`src/rtl/plic_arbiter.sv`:
```
// Platform-level interrupt controller: per-source gateways, priority arbitration, claim/complete handshake.
// Latency: source edge -> pending 1 cycle, pending -> irq_o 1 cycle; claim_req -> claim_valid/claim_id 1 cycle.
// Backpressure: none; every claim, complete and config write is accepted in the cycle it is presented.
module plic_arbiter #(
  parameter int N_SRC  = 8,
  parameter int PRIO_W = 3,
  parameter int ID_W   = 4,
  parameter int ADDR_W = 4
) (
  input  logic              CLK100MHZ,
  input  logic              CPU_RESETN,
  input  logic [N_SRC-1:0]  src_i,
  input  logic              cfg_we,
  input  logic [ADDR_W-1:0] cfg_addr,
  input  logic [15:0]       cfg_wdata,
  input  logic              claim_req,
  output logic              claim_valid,
  output logic [ID_W-1:0]   claim_id,
  input  logic              complete_req,
  input  logic [ID_W-1:0]   complete_id,
  output logic              irq_o
);

  logic [PRIO_W-1:0] prio [N_SRC];
  logic [N_SRC-1:0]  enable;
  logic [PRIO_W-1:0] threshold;

  // Gateway state is one-hot per source: pending and inflight are never both set.
  logic [N_SRC-1:0]  pending;
  logic [N_SRC-1:0]  inflight;

  logic [N_SRC-1:0]  eligible;
  logic [N_SRC-1:0]  win_onehot;
  logic [ID_W-1:0]   win_id;
  logic [PRIO_W-1:0] win_prio;
  logic [N_SRC-1:0]  claim_set;
  logic [N_SRC-1:0]  done_clr;
  logic [N_SRC-1:0]  pend_set;

  // Only the low bits of the write data carry configuration.
  logic cfg_wdata_unused;
  assign cfg_wdata_unused = ^cfg_wdata;

  // Eligibility: pending, enabled and strictly above the threshold.
  always_comb begin
    eligible = '0;
    for (int i = 0; i < N_SRC; i++) begin
      eligible[i] = pending[i] & enable[i] & (prio[i] > threshold);
    end
  end

  // Highest priority wins; strict compare keeps the lowest index on ties.
  always_comb begin
    win_onehot = '0;
    win_id     = '0;
    win_prio   = '0;
    for (int i = 0; i < N_SRC; i++) begin
      if (eligible[i] && (prio[i] > win_prio)) begin
        win_prio   = prio[i];
        win_id     = ID_W'(i + 1);
        win_onehot = '0;
        win_onehot[i] = 1'b1;
      end
    end
  end

  // Gateway transitions; a completing source may re-pend at the same edge if its request is still high.
  always_comb begin
    claim_set = claim_req ? win_onehot : '0;
    done_clr  = '0;
    pend_set  = '0;
    for (int i = 0; i < N_SRC; i++) begin
      done_clr[i] = complete_req && (complete_id == ID_W'(i + 1)) && inflight[i];
      pend_set[i] = src_i[i] && !pending[i] && (!inflight[i] || done_clr[i]);
    end
  end

  // Gateway state registers.
  always_ff @(posedge CLK100MHZ or negedge CPU_RESETN) begin
    if (!CPU_RESETN) begin
      pending  <= '0;
      inflight <= '0;
    end else begin
      pending  <= (pending & ~claim_set) | pend_set;
      inflight <= (inflight & ~done_clr) | claim_set;
    end
  end

  // Config registers; writes land at the edge, so a same-cycle claim sees old values.
  always_ff @(posedge CLK100MHZ or negedge CPU_RESETN) begin
    if (!CPU_RESETN) begin
      for (int i = 0; i < N_SRC; i++) prio[i] <= '0;
      enable    <= '0;
      threshold <= '0;
    end else if (cfg_we) begin
      for (int i = 0; i < N_SRC; i++) begin
        if (cfg_addr == ADDR_W'(i)) prio[i] <= cfg_wdata[PRIO_W-1:0];
      end
      if (cfg_addr == ADDR_W'(N_SRC))     enable    <= cfg_wdata[N_SRC-1:0];
      if (cfg_addr == ADDR_W'(N_SRC + 1)) threshold <= cfg_wdata[PRIO_W-1:0];
    end
  end

  // CPU-facing outputs: registered irq, one-cycle claim response, sticky claim_id.
  always_ff @(posedge CLK100MHZ or negedge CPU_RESETN) begin
    if (!CPU_RESETN) begin
      irq_o       <= 1'b0;
      claim_valid <= 1'b0;
      claim_id    <= '0;
    end else begin
      irq_o       <= |eligible;
      claim_valid <= claim_req;
      if (claim_req) claim_id <= win_id;
    end
  end

endmodule
```
`config.mk`:
```
export PLATFORM = sky130hd
export DESIGN_NAME = plic_arbiter
export DESIGN_NICKNAME = d
export VERILOG_FILES = /design/src/rtl/plic_arbiter.sv
export SDC_FILE = /design/constraint.sdc
export NUM_CORES = 1
export LEC_CHECK = 0
export CAP_MARGIN = 20
export CELL_PAD_IN_SITES_DETAIL_PLACEMENT = 1
export CELL_PAD_IN_SITES_GLOBAL_PLACEMENT = 2
export CORE_ASPECT_RATIO = 1.25
export CORE_MARGIN = 4
export CORE_UTILIZATION = 36
export CTS_CLUSTER_SIZE = 30
export DETAILED_ROUTE_END_ITERATION = 10
export GPL_ROUTABILITY_DRIVEN = 0
export MAX_ROUTING_LAYER = met4
export PLACE_DENSITY = 0.88
export SETUP_SLACK_MARGIN = 0.5
export SKIP_CTS_REPAIR_TIMING = 1
export SLEW_MARGIN = 20
export SYNTH_ARGS = -nofsm -noshare
export SYNTH_HDL_FRONTEND = slang
export SYNTH_SLANG_ARGS = --single-unit
```
`constraint.sdc`:
```
create_clock -name CLK100MHZ -period 14 [get_ports CLK100MHZ]
set_input_delay 2.1 -clock CLK100MHZ [delete_from_list [all_inputs] [get_ports CLK100MHZ]]
set_output_delay 2.1 -clock CLK100MHZ [all_outputs]
set_load 0.005 [all_outputs]
```
==> flow_metrics.py <==
metrics = {
    "status": {
        "outcome": "complete, no violations",
    },
    "setup_path": {
        "reg2reg_depth": 56,
        "r2r-start": "threshold[0]$_DFFE_PN0P_",
        "path_class": "flop to flop",
        "cp-startpoint": "threshold[0]$_DFFE_PN0P_",
        "cp_data_required_time_ns": 14.23,
        "crit_slowest_cell": "dfrtp_1",
        "start_kind": "flop",
        "critical_path_arrival_ns": 12.81,
        "cp_common_cell": "ha_1",
        "endpoint_kind": "flop",
        "path_max_fanout": 12,
        "slowest_delay_ns": 0.68,
    },
    "timing": {
        "fin_skew_ns": 0.003680,
        "min_period_ns": 12.59,
        "max_freq_ghz": 0.07945,
        "fin_setup_tns_ns": 0,
        "rsz0062_at_grt": "no",
        "layout_setup_ws_ns": 1.413,
        "finalSetupViolations": 0,
        "fin_crit_sh_pct": 89.91,
        "slew-limit-headroom_pct": 41.34,
        "final_hold_viol_count": 0,
        "worstMarginPinSlew_ns": 0.8740,
        "drv_slew": 0,
    },
    "synthesis": {
        "syn_area_per_cell_um2": 9.745,
        "synth_edf_count": 0,
        "yosysSeqAreaShare_pct": 37.24,
        "async_reset_ff_share_pct": 100.0,
        "synth_seq_cells": 57,
        "synth.area.top_cells": "dfrtp_1 (37%), ha_1 (13%), mux2_2 (9.1%)",
        "ys_warn_count": 0,
        "synthFlopType": "dfrtp_1",
        "yosys.area.top_type_share_pct": 37.24,
        "yosysTopAreaCell": "dfrtp_1",
        "postSynthCellCount": 393,
        "synth_cell_type_count": 56,
        "synth_common_cells": "dfrtp_1 (57), nand2_1 (49), ha_1 (40)",
        "syn_area_mm2": 0.003830,
        "syn_nets": 470,
        "synth_most_common_cell": "dfrtp_1",
    },
    "grt": {
        "grt.busiest_layer": "met2",
        "grt_max_degree": 58,
        "grt_pass1_wl_um": 17960,
        "groute.usage.overall_pct": 19.53,
        "met2_usage_pct": 33.54,
        "antenna_found_initial": 0,
        "first_global_vias": 3530,
        "met1_usage_pct": 22.01,
        "overflow": 0,
        "met3_usage_pct": 4.063,
    },
    "route": {
        "dr.pass1.iters": 4,
        "wire_per_inst_um": 19.30,
        "vias": 3203,
        "via_per_inst": 5.639,
        "ant_nets": 0,
        "initialDrtViolationCount": 121,
        "drc_errors": 0,
        "wirelength_um": 10970,
    },
    "floorplanning": {
        "initial_core_util_pct": 37.33,
        "io-pin-count": 43,
        "core.rowCount": 41,
        "die_w_um": 100.3,
        "dieArea_mm2": 0.01236,
        "core_area_mm2": 0.01026,
        "die_h_um": 123.3,
    },
    "min_path": {
        "hold_class": "flop to flop",
        "min_path_cells": 1,
        "min-delay-start": "pending[7]$_DFF_PN0_",
    },
    "power_and_ir_drop": {
        "p_leak_uw": 0.002064,
        "power.density_mw_per_mm2": 192.0,
        "vdd_drop_max_v": 0.00004747,
        "finalPower_uw": 885.3,
    },
    "clock_tree": {
        "clkTransAtPathRegs_ns": 0.05,
        "cts_tree": "done",
        "cts_buffers": 9,
        "clock_latency_ns": 0.34,
        "root_buffer": "clkbuf_16",
        "clockBufferDepth": 2,
        "clkSinkCount": 57,
        "htreeDepth": 3,
    },
    "job": {
        "drv_cap": 0,
    },
    "final_layout": {
        "drive_gt1_share_pct": 16.63,
        "nFillCells": 1174,
        "area_growth_syn_to_layout_pct": 20.42,
        "diodes": 0,
        "fin_nets": 511,
    },
    "placement": {
        "hpwl_um": 8265,
        "pre_cts_ws_ns": 1.341,
        "io_buffers": 34,
    },
}
==> sequential cells by signal, summed over array words and instances (netlist names) <==
| signal | flops |
|---|---|
| threshold | 3 |
| enable | 8 |
| inflight | 8 |
| prio | 24 |
| claim_valid | 1 |
| irq_o | 1 |
| pending | 8 |
| claim_id | 4 |
==> layer usage <==
layer  vias to the layer above  wire length, µm
li1                       1533                -
met4                         0              318
met1                      1572             4644
met3                        30              390
met2                        68             5612
met5                         -                0
==> stage by stage <==
stage | instances | hold slack, ns | utilization, % | area, µm²
2_1_floorplan | 393 | 0.4508 | - | 3830
3_3_place_gp | 552 | 0.4715 | 42.07 | 4317
3_5_place_dp | 552 | 0.4798 | 42.07 | 4317
4_1_cts | 568 | 0.4982 | 44.88 | 4604
5_1_grt | 568 | 0.5164 | 44.95 | 4612
6_report | 568 | 0.4963 | 44.95 | 4612
==> layout by cell type, fill, tap and decap left out, types with 6 or more instances in the layout <==
cell type        netlist  final
inv_1                 25     25
nor2b_1                6      6
dfrtp_1               57     57
nand3b_1               7      7
nand2_1               49     49
a21oi_1               23     22
nand3_1                9      9
ha_1                  40     40
a21o_1                12     12
nor2_1                21     21
clkbuf_16              0      9
mux2_2                31     31
o21ai_0               28     28
a31oi_1                9      9
clkdlybuf4s50_1        0     33
==> critical path: cells and delay by family, from the launching register on <==
family | cells | cell delay (ns)
buffers and inverters | 3 | 0.26
flip-flops | 1 | 0.68
multiplexers | 4 | 1.39
AO/OA/AOI/OAI | 25 | 5.58
adder cells (fa/ha/maj) | 8 | 2.14
AND/OR/NAND/NOR | 16 | 2.44
==> path summary, 6_finish.rpt <==
path	end	slack, ns
max in group asynchronous	threshold[0]$_DFFE_PN0P_	11.59
worst max-delay path	pending[4]$_DFF_PN0_	1.41
worst min register to register	pending[7]$_DFF_PN0_	0.50
min in group asynchronous	enable[3]$_DFFE_PN0P_	1.89
worst min-delay path	pending[7]$_DFF_PN0_	0.50
worst max register to register	pending[4]$_DFF_PN0_	1.41
==> final cells by class <==
class | count | area [µm²] | area share, %
clock buffers | 10 | 229.0 | 4.965
well taps | 129 | 161.4 | 3.500
multi-input cells | 305 | 2292 | 49.70
flip-flops and latches | 57 | 1426 | 30.93
repair buffers | 36 | 350.3 | 7.596
clock inverters | 6 | 58.81 | 1.275
inverters | 25 | 93.84 | 2.035
==> where the power goes <==
part,switching (µW),leakage (µW),internal (µW)
combinational,227,0.00124,185
clock,78.0,0.000146,136
sequential,43.3,0.000680,216
==> cells by family (layout without fill, tap and decap cells) <==
family	Yosys count	after routing	synth area share, %
AND/OR/NAND/NOR	118	118	15.29
AO/OA/AOI/OAI	111	111	20.35
flip-flops	57	57	37.24
adder cells (fa/ha/maj)	41	41	13.33
multiplexers	35	35	10.68
buffers and inverters	31	77	3.103
Note: power is estimated with default switching activity, not from simulation.
